==> config.mk <==
export PLATFORM = sky130hd
export DESIGN_NAME = spi_cfg_tx_flat
export DESIGN_NICKNAME = d
export VERILOG_FILES = /design/src/rtl/cfg_link_pkg.sv /design/src/rtl/spi_cfg_tx_if.sv /design/src/rtl/cfg_halfbit_timer.sv /design/src/rtl/spi_cfg_tx.sv /design/src/flat_wrapper.sv
export SDC_FILE = /design/constraint.sdc
export NUM_CORES = 1
export LEC_CHECK = 0
export CAP_MARGIN = 20
export CORE_ASPECT_RATIO = 0.5
export CORE_MARGIN = 1.5
export CORE_UTILIZATION = 47
export CTS_CLUSTER_SIZE = 20
export DETAILED_ROUTE_END_ITERATION = 8
export PLACE_DENSITY = 0.78
export SYNTH_ARGS = -nofsm -noshare
export SYNTH_HDL_FRONTEND = slang
export SYNTH_SLANG_ARGS = --single-unit
export TNS_END_PERCENT = 5
==> constraint.sdc <==
create_clock -name MCLK -period 1.7 [get_ports MCLK]
set_clock_uncertainty 0.2 [all_clocks]
set_input_delay 0.34 -clock MCLK [delete_from_list [all_inputs] [get_ports MCLK]]
set_output_delay 0.34 -clock MCLK [all_outputs]
set_load 0.02 [all_outputs]
==> src/rtl/cfg_link_pkg.sv <==
// Shared definitions for the glitcher configuration link: word field layout,
// transmitter state encoding and the word packing helper.
package cfg_link_pkg;

    localparam int unsigned GS_LSB = 0;
    localparam int unsigned GP_LSB = 4;
    localparam int unsigned CC_LSB = 8;
    localparam int unsigned EN_BIT = 15;
    localparam int unsigned WORD_W = 16;

    localparam int unsigned GS_W = 4;
    localparam int unsigned GP_W = 4;
    localparam int unsigned CC_W = 7;

    typedef enum logic [2:0] {
        IDLE,
        CLEAR,
        LOW,
        HIGH,
        TAIL
    } state_t;

    // Assemble {enable, clkcnt, glitchstop, glitchstart} into the link word.
    function automatic logic [WORD_W-1:0] pack_cfg(
        input logic [GS_W-1:0] gs,
        input logic [GP_W-1:0] gp,
        input logic [CC_W-1:0] cc,
        input logic            en
    );
        logic [WORD_W-1:0] w;
        w                  = '0;
        w[GS_LSB +: GS_W]  = gs;
        w[GP_LSB +: GP_W]  = gp;
        w[CC_LSB +: CC_W]  = cc;
        w[EN_BIT]          = en;
        return w;
    endfunction

endpackage

==> src/rtl/spi_cfg_tx_if.sv <==
// Host-side bundle for the configuration transmitter: request/config fields
// from the sweep logic, status back to it, and the three glitcher pins.
interface spi_cfg_tx_if;

    logic       start;
    logic [3:0] cfg_glitchstart;
    logic [3:0] cfg_glitchstop;
    logic [6:0] cfg_clkcnt;
    logic       cfg_glitchenable;

    logic       spi_clr_n;
    logic       spi_sck;
    logic       spi_sdi;
    logic       busy;
    logic       done;

    modport master (
        output start, cfg_glitchstart, cfg_glitchstop, cfg_clkcnt, cfg_glitchenable,
        input  spi_clr_n, spi_sck, spi_sdi, busy, done
    );

    modport slave (
        input  start, cfg_glitchstart, cfg_glitchstop, cfg_clkcnt, cfg_glitchenable,
        output spi_clr_n, spi_sck, spi_sdi, busy, done
    );

endinterface

==> src/rtl/cfg_halfbit_timer.sv <==
// Half-period counter: counts 0..HALF-1 while running, flags the last count.
// Held at zero while load is high so every phase starts from a fresh count.
module cfg_halfbit_timer #(
    parameter int unsigned HALF = 2
) (
    input  logic MCLK,
    input  logic SPI_NRST,
    input  logic load,
    output logic wrap
);

    localparam int unsigned HC_W = (HALF > 1) ? $clog2(HALF) : 1;
    localparam logic [HC_W-1:0] HC_LAST = HC_W'(HALF - 1);

    logic [HC_W-1:0] hc_q;
    logic [HC_W-1:0] hc_d;

    assign wrap = (hc_q == HC_LAST);

    // Next count: restart on load or at the end of a half period.
    always_comb begin
        hc_d = hc_q;
        if (load || wrap) begin
            hc_d = '0;
        end else begin
            hc_d = hc_q + HC_W'(1);
        end
    end

    // Counter register.
    always_ff @(posedge MCLK or negedge SPI_NRST) begin
        if (!SPI_NRST) begin
            hc_q <= '0;
        end else begin
            hc_q <= hc_d;
        end
    end

endmodule

==> src/rtl/spi_cfg_tx.sv <==
// Configuration link transmitter: latches the packed glitch word on start,
// pulses the far-end clear, then shifts 16 bits MSB-first on SCK/SDI.
module spi_cfg_tx
    import cfg_link_pkg::*;
#(
    parameter int unsigned HALF = 2
) (
    input  logic          MCLK,
    input  logic          SPI_NRST,
    spi_cfg_tx_if.slave   link
);

    state_t              state_q, state_d;
    logic [WORD_W-1:0]   sh_q, sh_d;
    logic [3:0]          bc_q, bc_d;
    logic                clr_n_q, clr_n_d;
    logic                sck_q, sck_d;
    logic                sdi_q, sdi_d;
    logic                busy_q, busy_d;
    logic                done_q, done_d;
    logic                hc_wrap;

    cfg_halfbit_timer #(
        .HALF (HALF)
    ) u_timer (
        .MCLK     (MCLK),
        .SPI_NRST (SPI_NRST),
        .load     (state_q == IDLE),
        .wrap     (hc_wrap)
    );

    // Next-state and next-output logic; every phase lasts one half period.
    always_comb begin
        state_d = state_q;
        sh_d    = sh_q;
        bc_d    = bc_q;
        clr_n_d = clr_n_q;
        sck_d   = sck_q;
        sdi_d   = sdi_q;
        busy_d  = busy_q;
        done_d  = 1'b0;

        case (state_q)
            IDLE: begin
                clr_n_d = 1'b1;
                sck_d   = 1'b0;
                sdi_d   = 1'b0;
                busy_d  = 1'b0;
                if (link.start) begin
                    sh_d    = pack_cfg(link.cfg_glitchstart, link.cfg_glitchstop,
                                       link.cfg_clkcnt, link.cfg_glitchenable);
                    busy_d  = 1'b1;
                    clr_n_d = 1'b0;
                    state_d = CLEAR;
                end
            end
            CLEAR: begin
                if (hc_wrap) begin
                    clr_n_d = 1'b1;
                    sdi_d   = sh_q[WORD_W-1];
                    bc_d    = 4'd15;
                    state_d = LOW;
                end
            end
            LOW: begin
                if (hc_wrap) begin
                    sck_d   = 1'b1;
                    state_d = HIGH;
                end
            end
            HIGH: begin
                if (hc_wrap) begin
                    sck_d = 1'b0;
                    if (bc_q == 4'd0) begin
                        state_d = TAIL;
                    end else begin
                        // SDI changes on the falling edge, giving a full half period of hold and setup.
                        sh_d    = {sh_q[WORD_W-2:0], 1'b0};
                        sdi_d   = sh_q[WORD_W-2];
                        bc_d    = bc_q - 4'd1;
                        state_d = LOW;
                    end
                end
            end
            TAIL: begin
                if (hc_wrap) begin
                    busy_d  = 1'b0;
                    done_d  = 1'b1;
                    sdi_d   = 1'b0;
                    state_d = IDLE;
                end
            end
            default: begin
                state_d = IDLE;
            end
        endcase
    end

    // State, shift register and registered pin outputs.
    always_ff @(posedge MCLK or negedge SPI_NRST) begin
        if (!SPI_NRST) begin
            state_q <= IDLE;
            sh_q    <= '0;
            bc_q    <= '0;
            clr_n_q <= 1'b1;
            sck_q   <= 1'b0;
            sdi_q   <= 1'b0;
            busy_q  <= 1'b0;
            done_q  <= 1'b0;
        end else begin
            state_q <= state_d;
            sh_q    <= sh_d;
            bc_q    <= bc_d;
            clr_n_q <= clr_n_d;
            sck_q   <= sck_d;
            sdi_q   <= sdi_d;
            busy_q  <= busy_d;
            done_q  <= done_d;
        end
    end

    assign link.spi_clr_n = clr_n_q;
    assign link.spi_sck   = sck_q;
    assign link.spi_sdi   = sdi_q;
    assign link.busy      = busy_q;
    assign link.done      = done_q;

endmodule

==> src/flat_wrapper.sv <==
// flat-port wrapper written by rule: the top's interface ports become plain ports
module spi_cfg_tx_flat import cfg_link_pkg::*;
#(
    parameter int unsigned HALF = 2
)
  (MCLK, SPI_NRST, link_start, link_cfg_glitchstart, link_cfg_glitchstop, link_cfg_clkcnt, link_cfg_glitchenable, link_spi_clr_n, link_spi_sck, link_spi_sdi, link_busy, link_done);
  spi_cfg_tx_if link_i ();
  input  logic MCLK;
  input  logic SPI_NRST;
  input wire logic [$bits(link_i.start)-1:0] link_start;
  input wire logic [$bits(link_i.cfg_glitchstart)-1:0] link_cfg_glitchstart;
  input wire logic [$bits(link_i.cfg_glitchstop)-1:0] link_cfg_glitchstop;
  input wire logic [$bits(link_i.cfg_clkcnt)-1:0] link_cfg_clkcnt;
  input wire logic [$bits(link_i.cfg_glitchenable)-1:0] link_cfg_glitchenable;
  output wire logic [$bits(link_i.spi_clr_n)-1:0] link_spi_clr_n;
  output wire logic [$bits(link_i.spi_sck)-1:0] link_spi_sck;
  output wire logic [$bits(link_i.spi_sdi)-1:0] link_spi_sdi;
  output wire logic [$bits(link_i.busy)-1:0] link_busy;
  output wire logic [$bits(link_i.done)-1:0] link_done;
  assign link_i.start = link_start;
  assign link_i.cfg_glitchstart = link_cfg_glitchstart;
  assign link_i.cfg_glitchstop = link_cfg_glitchstop;
  assign link_i.cfg_clkcnt = link_cfg_clkcnt;
  assign link_i.cfg_glitchenable = link_cfg_glitchenable;
  assign link_spi_clr_n = link_i.spi_clr_n;
  assign link_spi_sck = link_i.spi_sck;
  assign link_spi_sdi = link_i.spi_sdi;
  assign link_busy = link_i.busy;
  assign link_done = link_i.done;
  spi_cfg_tx #(.HALF(HALF)) u_core (.MCLK(MCLK), .SPI_NRST(SPI_NRST), .link(link_i));
endmodule
==> impl_metrics.env, run 1 <==
export IMPL_seq_power_share_pct=46.2
export IMPL_synth_flop_cell="dfrtp_1"
export IMPL_area_used_by_multi_input_combinational_logic_um2=774
export IMPL_postSynthAreaPerCell_um2=10.7
export IMPL_static_leakage_nw=0.921
export IMPL_drt_wirelength_per_cell_um=14.0
export IMPL_total_power_mw=1.50
export IMPL_cellPowerDensity_nw_per_um2=710
export IMPL_post_route_cells_drive_above_1_share_pct=36.8
export IMPL_fp_dieH_um=43.2
export IMPL_power_switching_fraction_pct=19.2
export IMPL_postSynthNetCount=163
export IMPL_first_pass_iters=4
export IMPL_synth_cells=142
export IMPL_antenna_diode_count=0
export IMPL_regToRegSetupSlack_ns=-0.03
export IMPL_worst_ep_arrival_time_ns=1.70
export IMPL_synth_distinct_cells=34
export IMPL_remaining_drc_errors=0
export IMPL_failing_checks="setup timing"
export IMPL_synth_edff_count=0
export IMPL_finalWeightedCongestion=0.737
export IMPL_fp_dieArea_um2=3590
export IMPL_critPathRequiredTime_ns=1.67
export IMPL_avgViaCountPerCell=5.15
export IMPL_grt_antenna_before_repair=0
export IMPL_port_buffers=23
export IMPL_setup_viol=1
export IMPL_place_hpwl_um=2130
export IMPL_remaining_global_route_overflow=0
export IMPL_timing_rr_start="u_core.bc_q[0]$_DFFE_PN0P_"
export IMPL_grt_first_pass_wirelength_um=5290
export IMPL_h_tree_depth=2
export IMPL_internal_power_mw=1.21
export IMPL_gr_usage_all_layers_pct=19.3
export IMPL_crit_fanout=4
export IMPL_ports_placed_on_the_boundary=24
export IMPL_via_count=1143
export IMPL_combinationalPowerShare_pct=4.1
export IMPL_netlist_area_leader_share_pct=46.2
export IMPL_start_util_pct=50.0
export IMPL_critical_path_class="reg2reg"
export IMPL_place_area_um2=1930
export IMPL_filler_cell_count=231
export IMPL_synth_yosys_seq_area_share_pct=48.0
export IMPL_synth_common_cells="28 x dfrtp_1, 19 x nor2_1, 16 x mux2i_1"
export IMPL_initialDrtViolationCount=34
export IMPL_worst_setup_path_start_kind="flop"
export IMPL_rsz0062_at_grt="true"
export IMPL_vdd_drop_max_uv=540
export IMPL_crit_path_start="u_core.bc_q[0]$_DFFE_PN0P_"
export IMPL_synth_most_common_cell="dfrtp_1"
export IMPL_synth_top_cells_by_area="dfrtp_1 46%, mux2i_1 11%, a21oi_2 8.1%, nor2_1 4.7%, a21oi_1 4.3%"
export IMPL_end_kind="flop"
export IMPL_r2r_end="u_core.link.spi_sdi$_DFFE_PN0P_"
export IMPL_run_status="finished with violations"
export IMPL_totalNegativeSetupSlack_ns=-0.0273
export IMPL_via_count_of_the_first_global_routing_pass=1162
export IMPL_clk_pin_slew_worst_paths_ns=0.06
export IMPL_ys_seq_elements=29
export IMPL_cts_made_buffers=5
export IMPL_hold_viol=0
export IMPL_switching_power_uw=287
export IMPL_cts_tree="built"
export IMPL_crit_end="u_core.link.spi_sdi$_DFFE_PN0P_"
export IMPL_final_non_filler_cell_area_um2=2100
export IMPL_clk_path_buf_depth=2
export IMPL_root_buffer="clkbuf_8"
export IMPL_async_flop_share_pct=100
export IMPL_hp_class="in2async"
export IMPL_maxCapViolations=0
export IMPL_fin_nets=202
export IMPL_mappedNetlistArea_um2=1520
export IMPL_clockPowerShare_pct=49.7
export IMPL_layout_worst_path_cycle_share_pct=102
export IMPL_grt_max_degree=24
export IMPL_slew_viol_final=0
export IMPL_count_of_clock_tree_sinks=29
export IMPL_antenna_violating_nets_post_route=0
export IMPL_setup_slack_ns=-0.0273
export IMPL_wirelength_um=3100
export IMPL_floorplan_die_width_um=83.3
export IMPL_synth_top_cell_by_area="dfrtp_1"
export IMPL_timing_worst_slew_pin_value_ns=0.369
export IMPL_ys_warn_count=0
export IMPL_fp_coreArea_um2=3030
export IMPL_slew_limit_headroom_pct=75.3
export IMPL_fmaxAchievable_ghz=0.579
export IMPL_layout_area_overhead_vs_synth_pct=38.9
export IMPL_num_rows=14
export IMPL_seq_area_um2=728
export IMPL_worst_skew_pair_late_latency_ns=0.29
export IMPL_rr_worst_depth=6
export IMPL_finalCriticalPeriod_ns=1.73
==> power by group through the flow <==
stage / clock [mW] / sequential, mW / combinational, mW
floorplan: 0 / 0.703 / 0.00126
global route: 0.789 / 0.690 / 0.0678
global placement: 0 / 0.703 / 0.0630
detailed placement: 0 / 0.703 / 0.0641
CTS: 0.760 / 0.690 / 0.0636
finish: 0.743 / 0.690 / 0.0618
==> state kept, by name, indices dropped and copies added, names as in the netlist <==
register               flops
u_core.link.spi_sdi        1
u_core.sh_q               16
u_core.link.spi_clr_n      1
u_core.bc_q                4
u_core.link.done           1
u_core.u_timer.wrap        1
u_core.link.spi_sck        1
u_core.state_q             3
u_core.link.busy           1
==> cells by family (layout without fill, tap and decap cells) <==
kind of cell | count (synthesis) | count (layout) | share of synthesized area, %
and+or+nand+nor | 44 | 44 | 15.4
AOI/OAI and AO/OA | 36 | 36 | 17.2
DFF | 29 | 29 | 48.0
muxes | 18 | 18 | 12.1
buffers and inverters | 13 | 53 | 5.78
adders and majority gates | 2 | 2 | 1.65
==> area by class of cell <==
cell class	instances	share of cell area, %
clock inverter	1	1.43
inverter	4	0.713
multi-input combinational	100	36.8
clock buffer	7	4.10
sequential	29	34.6
timing repair buffer	41	20.0
tap	40	2.38
==> layout by cell type (no fill, tap or decap), types with 2 or more instances in the layout <==
cell             netlist  layout
a21oi_1               13      11
a21oi_2               14      16
and3_1                 2       2
buf_12                 0       5
buf_4                  0      13
clkbuf_8               0       6
clkdlybuf4s50_1        0      17
dfrtp_1               28      27
dlygate4sd2_1          0       6
inv_1                  4       2
inv_2                  0       2
mux2_2                 2       2
mux2i_1               16      16
nand2_1                6       6
nand3_2                1       2
nor2_1                19      14
nor2_2                 4       5
nor2_4                 0       4
nor3_1                 2       2
o21ai_0                3       2
==> stage by stage <==
| stage | hold slack (ns) | instances | setup WS (ns) | utilization [%] |
|---|---|---|---|---|
| 3_5_place_dp | 0.293 | 214 | -0.402 | 63.6 |
| 2_1_floorplan | -0.156 | 142 | 0.00968 | - |
| 4_1_cts | 0.139 | 222 | -0.0650 | 67.3 |
| 6_report | 0.133 | 222 | -0.0273 | 69.4 |
| 5_1_grt | 0.147 | 222 | -0.0932 | 69.4 |
| 3_3_place_gp | 0.290 | 214 | -0.370 | 63.6 |
==> layer usage <==
| layer | vias up | GRT usage [%] | part of all wire (%) |
|---|---|---|---|
| met2 | 16 | 30.7 | 48 |
| met4 | 0 | 9.00 | 1.3 |
| met5 | - | 0 | 0 |
| met3 | 5 | 5.25 | 2.9 |
| met1 | 553 | 25.0 | 48 |
| li1 | 569 | - | - |
==> critical path: stages, from the launching register on <==
cell	delay [ns]
dfrtp_1	0.39
inv_2	0.09
ha_4	0.13
nor3b_4	0.29
and2_4	0.21
a21oi_2	0.03
mux2_2	0.27
==> worst min path at each step <==
| stage | startpoint | end | slack (ns) |
|---|---|---|---|
| 2_1_floorplan | SPI_NRST | u_core.bc_q[0]$_DFFE_PN0P_ | -0.16 |
| 3_3_place_gp | u_core.link.busy$_DFFE_PN0P_ | u_core.link.busy$_DFFE_PN0P_ | 0.29 |
| 3_5_place_dp | u_core.link.busy$_DFFE_PN0P_ | u_core.link.busy$_DFFE_PN0P_ | 0.29 |
| 4_1_cts | SPI_NRST | u_core.state_q[0]$_DFFE_PN0P_ | 0.14 |
| 5_1_grt | SPI_NRST | u_core.bc_q[3]$_DFFE_PN0P_ | 0.15 |
| 6_report | SPI_NRST | u_core.bc_q[3]$_DFFE_PN0P_ | 0.13 |
==> what timing repair did <==
action | 4_1_cts | 5_1_grt
hold buffers | 0 | 0
endpoints found under the setup margin | 24 | 23
pin swaps | 1 | 3
hold endpoints to repair | 0 | 0
gates resized for setup | 8 | 20
cloned | 0 | 0
buffers inserted | 0 | 0
Power figures use the tool's default switching activity.
==> run 2: changes to the inputs <==
Settings changed: CORE_MARGIN 1.5 to 1, PLACE_DENSITY 0.78 to unset, PLACE_DENSITY_LB_ADDON set to 0.08.
==> impl_metrics.env, run 2 (synthesized netlist as in run 1, its figures left out) <==
export IMPL_rr_worst_depth=6
export IMPL_timing_worst_slew_pin_value_ns=0.322
export IMPL_count_of_clock_tree_sinks=29
export IMPL_finalWeightedCongestion=0.846
export IMPL_layout_top_registers="u_core.sh_q: 16 flops, u_core.bc_q: 4 flops, u_core.state_q: 3 flops"
export IMPL_clk_pin_slew_worst_paths_ns=0.06
export IMPL_fp_coreArea_um2=3030
export IMPL_maxCapViolations=0
export IMPL_regToRegSetupSlack_ns=-0.09
export IMPL_antenna_diode_count=0
export IMPL_stdcell_count=231
export IMPL_gr_usage_all_layers_pct=20.2
export IMPL_grt_antenna_before_repair=0
export IMPL_failing_checks="setup timing"
export IMPL_grt_first_pass_wirelength_um=4970
export IMPL_place_hpwl_um=2220
export IMPL_post_route_cells_drive_above_1_share_pct=40.3
export IMPL_timing_rr_start="u_core.state_q[0]$_DFFE_PN0P_"
export IMPL_remaining_global_route_overflow=0
export IMPL_layout_area_overhead_vs_synth_pct=45.0
export IMPL_cellPowerDensity_nw_per_um2=682
export IMPL_setup_slack_ns=-0.0902
export IMPL_wirelength_um=3270
export IMPL_finalCriticalPeriod_ns=1.79
export IMPL_first_pass_iters=4
export IMPL_fin_nets=211
export IMPL_holdPathEnd="u_core.link.spi_clr_n$_DFFE_PN1P_"
export IMPL_cts_made_buffers=5
export IMPL_setup_viol=17
export IMPL_critical_path_class="reg2reg"
export IMPL_remaining_drc_errors=0
export IMPL_worst_ep_arrival_time_ns=1.79
export IMPL_worst_path_most_repeated_cell="buf_12"
export IMPL_hold_path_depth=2
export IMPL_timing_hold_ws_ns=0.189
export IMPL_end_kind="flop"
export IMPL_ports_placed_on_the_boundary=24
export IMPL_layout_worst_path_cycle_share_pct=105
export IMPL_antenna_violating_nets_post_route=0
export IMPL_crit_fanout=12
export IMPL_vdd_drop_max_uv=511
export IMPL_floorplan_die_width_um=82.3
export IMPL_cp_slowest_stage_delay_ns=0.57
export IMPL_drt_wirelength_per_cell_um=14.1
export IMPL_crit_buf_inv=2
export IMPL_static_leakage_nw=0.972
export IMPL_hold_viol=0
export IMPL_clk_path_buf_depth=2
export IMPL_num_rows=14
export IMPL_initialDrtViolationCount=33
export IMPL_cts_hold_buffers_added=0
export IMPL_slew_viol_final=0
export IMPL_largest_register_ffs=16
export IMPL_via_count=1212
export IMPL_mostFrequentLayoutCell="dfrtp_1"
export IMPL_slowest_stage="or4b_4"
export IMPL_via_count_of_the_first_global_routing_pass=1094
export IMPL_root_buffer="clkbuf_8"
export IMPL_cp_cell_sequence="or4b_4 -> o21ai_4 -> buf_12 -> buf_12 -> nor2_2 -> a21oi_1"
export IMPL_slew_limit_headroom_pct=78.4
export IMPL_run_status="finished with violations"
export IMPL_cts_tree="built"
export IMPL_timing_hold_worst_start="link_start"
export IMPL_reg_with_most_ffs="u_core.sh_q"
export IMPL_h_tree_depth=2
export IMPL_commonest_cells_after_routing_fill_and_taps_aside="27 x dfrtp_1, 21 x buf_4, 17 x clkdlybuf4s50_1, 16 x mux2i_1, 15 x a21oi_2"
export IMPL_cp_top_family="simple AND/OR/NAND/NOR gates"
export IMPL_fp_dieH_um=42.2
export IMPL_pre_cts_ws_ns=-0.425
export IMPL_start_util_pct=50.0
export IMPL_worst_setup_path_start_kind="flop"
export IMPL_fp_dieArea_um2=3470
export IMPL_hp_class="in2reg"
export IMPL_worst_skew_pair_late_latency_ns=0.28
export IMPL_port_buffers=23
export IMPL_fmaxAchievable_ghz=0.559
export IMPL_rsz0062_at_grt="true"
export IMPL_place_inst=219
export IMPL_grt_max_degree=20
export IMPL_avgViaCountPerCell=5.25
export IMPL_r2r_end="u_core.sh_q[4]$_DFFE_PN0P_"
export IMPL_critPathRequiredTime_ns=1.70
-- run 2: changes by cell type in the layout (fill, tap and decap cells not counted), sizes merged --
cell    before  now
clkbuf       7    9
buf         18   25
-- run 2: cell type report --
class,count,area [µm²]
Inverter,4,15.0
Multi-Input combinational cell,100,786
Tap cell,40,50.0
Clock inverter,1,30.0
Clock buffer,7,86.3
Sequential cell,29,728
Timing Repair Buffer,50,502
Fill cell,230,833
-- run 2: per-layer routing --
layer,vias to the layer above,share of wire (%),global-route usage (%)
li1,588,-,-
met1,587,45,26.1
met2,33,49,31.4
met3,4,5.1,7.17
met4,0,0.80,7.37
met5,-,0,0
-- run 2: worst reg2reg max path: cells and delay by family (launching register included) --
family	cells	cell delay [ns]
AOI/OAI and AO/OA	2	0.20
and+or+nand+nor	2	0.61
buffers and inverters	2	0.30
DFF	1	0.40
-- run 2: what timing repair did --
item                       4_1_cts  5_1_grt
setup buffers                    0        2
pin swaps                        2        1
gates resized for setup         14       17
setup endpoints to repair       24       19
gates cloned                     0        2
-- run 2: how the worst max path moves through the flow --
stage | startpoint | to | depth (start not counted)
after CTS | u_core.bc_q[1]$_DFFE_PN0P_ | u_core.sh_q[0]$_DFFE_PN0P_ | 8
after detailed placement | link_start | u_core.sh_q[0]$_DFFE_PN0P_ | 6
final | u_core.state_q[0]$_DFFE_PN0P_ | u_core.sh_q[4]$_DFFE_PN0P_ | 6
after global placement | link_start | u_core.sh_q[0]$_DFFE_PN0P_ | 6
after global routing | u_core.bc_q[1]$_DFFE_PN0P_ | u_core.sh_q[8]$_DFFE_PN0P_ | 9
after floorplan | u_core.bc_q[0]$_DFFE_PN0P_ | u_core.link.spi_sdi$_DFFE_PN0P_ | 6
-- run 2: power breakdown --
group | total [mW] | switching [mW] | internal [mW]
Sequential | 0.690 | 0 | 0.690
Combinational | 0.0603 | 0.0211 | 0.0392
Clock | 0.747 | 0.269 | 0.477
-- run 2: metrics by stage --
step	util [%]	TNS [ns]	instance area [µm²]	total power, mW
after floorplan	-	0	1520	0.704
after global placement	63.6	-5.57	1930	0.764
after detailed placement	63.6	-6.46	1930	0.765
after CTS	68.0	-0.351	2060	1.52
after global routing	72.5	-2.18	2200	1.55
final	72.5	-0.969	2200	1.50
==> run 3: changes to the inputs <==
Settings changed: CAP_MARGIN 20 to unset, REMOVE_ABC_BUFFERS set to 1.
==> impl_metrics.env, run 3 (synthesized netlist as in run 1, its figures left out) <==
export IMPL_critPathRequiredTime_ns=1.66
export IMPL_clk_path_buf_depth=2
export IMPL_crit_path_start="u_core.bc_q[1]$_DFFE_PN0P_"
export IMPL_finalCriticalPeriod_ns=1.72
export IMPL_ports_placed_on_the_boundary=24
export IMPL_cellPowerDensity_nw_per_um2=624
export IMPL_end_kind="flop"
export IMPL_layout_worst_path_cycle_share_pct=101
export IMPL_failing_checks="setup timing"
export IMPL_cp_top_family="simple AND/OR/NAND/NOR gates"
export IMPL_layout_area_overhead_vs_synth_pct=39.1
export IMPL_routed_wl_met3_um=81
export IMPL_fp_coreArea_um2=3030
export IMPL_cts_tree="built"
export IMPL_setup_slack_ns=-0.0193
export IMPL_drt_wirelength_per_cell_um=12.6
export IMPL_gr_usage_all_layers_pct=19.8
export IMPL_fmaxAchievable_ghz=0.582
export IMPL_via_count=1143
export IMPL_commonest_cells_after_routing_fill_and_taps_aside="26 x dfrtp_1, 17 x a21oi_2, 17 x clkdlybuf4s50_1, 17 x buf_4, 16 x mux2i_1"
export IMPL_worst_setup_path_start_kind="flop"
export IMPL_switching_power_uw=262
export IMPL_path_depth=6
export IMPL_finalWeightedCongestion=0.760
export IMPL_timing_worst_slew_pin_value_ns=0.393
export IMPL_internal_power_mw=1.05
export IMPL_worst_ep_arrival_time_ns=1.68
export IMPL_regToRegSetupSlack_ns=-0.02
export IMPL_wl_met1_um=1420
export IMPL_remaining_drc_errors=0
export IMPL_timing_rr_start="u_core.bc_q[1]$_DFFE_PN0P_"
export IMPL_via_count_of_the_first_global_routing_pass=1093
export IMPL_avgViaCountPerCell=5.06
export IMPL_crit_buf_inv=1
export IMPL_crit_end="u_core.link.spi_sdi$_DFFE_PN0P_"
export IMPL_clk_pin_slew_worst_paths_ns=0.06
export IMPL_slew_limit_headroom_pct=73.7
export IMPL_fin_nets=207
export IMPL_combinationalPowerShare_pct=4.8
export IMPL_slowest_stage="dfrtp_1"
export IMPL_place_hpwl_um=2040
export IMPL_cts_made_buffers=5
export IMPL_antenna_diode_count=0
export IMPL_hp_class="in2async"
export IMPL_fp_dieH_um=42.2
export IMPL_filler_cell_count=252
export IMPL_port_buffers=23
export IMPL_rr_worst_depth=6
export IMPL_cp_cell_sequence="inv_2 -> ha_4 -> nor3b_4 -> and2_4 -> a21oi_2 -> mux2_4"
export IMPL_routed_wl_met2_um=1320
export IMPL_antenna_violating_nets_post_route=0
export IMPL_seq_power_share_pct=52.5
export IMPL_stdcell_count=226
export IMPL_num_rows=14
export IMPL_floorplan_die_width_um=82.3
export IMPL_reg_with_most_ffs="u_core.sh_q"
export IMPL_initialDrtViolationCount=49
export IMPL_rsz0062_at_grt="true"
export IMPL_worst_skew_pair_late_latency_ns=0.27
export IMPL_clockPowerShare_pct=42.7
export IMPL_layout_top_registers="u_core.sh_q: 16 flops, u_core.bc_q: 4 flops, u_core.state_q: 3 flops"
export IMPL_run_status="finished with violations"
export IMPL_place_inst=220
export IMPL_post_route_cells_drive_above_1_share_pct=40.9
export IMPL_totalNegativeSetupSlack_ns=-0.0580
export IMPL_slew_viol_final=0
export IMPL_hold_viol=0
export IMPL_number_of_buffers_inserted_to_repair_setup_after_cts=0
export IMPL_root_buffer="clkbuf_8"
export IMPL_fp_dieArea_um2=3470
export IMPL_vdd_drop_max_uv=478
export IMPL_count_of_clock_tree_sinks=29
export IMPL_power_switching_fraction_pct=19.9
export IMPL_r2r_end="u_core.link.spi_sdi$_DFFE_PN0P_"
export IMPL_critical_path_class="reg2reg"
export IMPL_first_pass_iters=4
export IMPL_crit_fanout=3
export IMPL_seq_area_um2=729
export IMPL_mostFrequentLayoutCell="dfrtp_1"
export IMPL_setup_viol=7
export IMPL_h_tree_depth=2
export IMPL_area_used_by_multi_input_combinational_logic_um2=773
export IMPL_grt_max_degree=25
export IMPL_start_util_pct=50.0
export IMPL_remaining_global_route_overflow=0
export IMPL_cp_slowest_stage_delay_ns=0.39
export IMPL_static_leakage_nw=0.926
export IMPL_grt_antenna_before_repair=0
export IMPL_largest_register_ffs=16
export IMPL_wirelength_um=2850
export IMPL_topRoutingLayerUsed="met4"
export IMPL_maxCapViolations=0
export IMPL_grt_first_pass_wirelength_um=5030
==> run 3: layout make-up <==
type,instances,share of cell area [%]
timing repair buffer,46,21.5
multi-input combinational,100,36.7
clock buffer,7,4.09
inverter,4,0.712
sequential,29,34.6
tap,40,2.37
==> run 3: worst min path at each step <==
stage                                          from                               to  depth (start not counted)
floorplan                                  SPI_NRST       u_core.bc_q[0]$_DFFE_PN0P_                          0
global placement    u_core.link.spi_sdi$_DFFE_PN0P_  u_core.link.spi_sdi$_DFFE_PN0P_                          1
detailed placement  u_core.link.spi_sdi$_DFFE_PN0P_  u_core.link.spi_sdi$_DFFE_PN0P_                          1
CTS                                        SPI_NRST       u_core.bc_q[2]$_DFFE_PN0P_                          1
global route                               SPI_NRST  u_core.link.spi_sck$_DFFE_PN0P_                          1
finish                                     SPI_NRST       u_core.bc_q[2]$_DFFE_PN0P_                          1
==> run 3: timing repair <==
action / CTS / global route
cloned: 0 / 0
pin swaps: 3 / 1
endpoints found under the hold margin: 0 / 0
gates resized for setup: 20 / 14
hold buffers: 0 / 0
endpoints found under the setup margin: 25 / 21
==> run 3: metal layers <==
| layer | vias up | track usage, % |
|---|---|---|
| met5 | - | 0 |
| met4 | 0 | 6.32 |
| met3 | 4 | 6.74 |
| met2 | 16 | 28.1 |
| met1 | 545 | 28.1 |
| li1 | 578 | - |
==> run 3: metrics by stage <==
| step | worst slack [ns] | power (mW) | hold WS [ns] | cell area, µm² | util (%) |
|---|---|---|---|---|---|
| 2_1_floorplan | -0.236 | 0.704 | -0.156 | 1440 | - |
| 3_3_place_gp | -0.320 | 0.768 | 0.294 | 1950 | 64.5 |
| 3_5_place_dp | -0.369 | 0.768 | 0.303 | 1950 | 64.5 |
| 4_1_cts | -0.0634 | 1.34 | 0.160 | 2070 | 68.4 |
| 5_1_grt | -0.116 | 1.37 | 0.161 | 2110 | 69.6 |
| 6_report | -0.0193 | 1.31 | 0.161 | 2110 | 69.6 |
==> run 3: power by group through the flow <==
stage	clock, mW	sequential (mW)	combinational, mW
2_1_floorplan	0	0.703	0.00126
4_1_cts	0.582	0.690	0.0649
6_report	0.562	0.690	0.0627
5_1_grt	0.614	0.690	0.0693
3_5_place_dp	0	0.703	0.0650
3_3_place_gp	0	0.703	0.0652
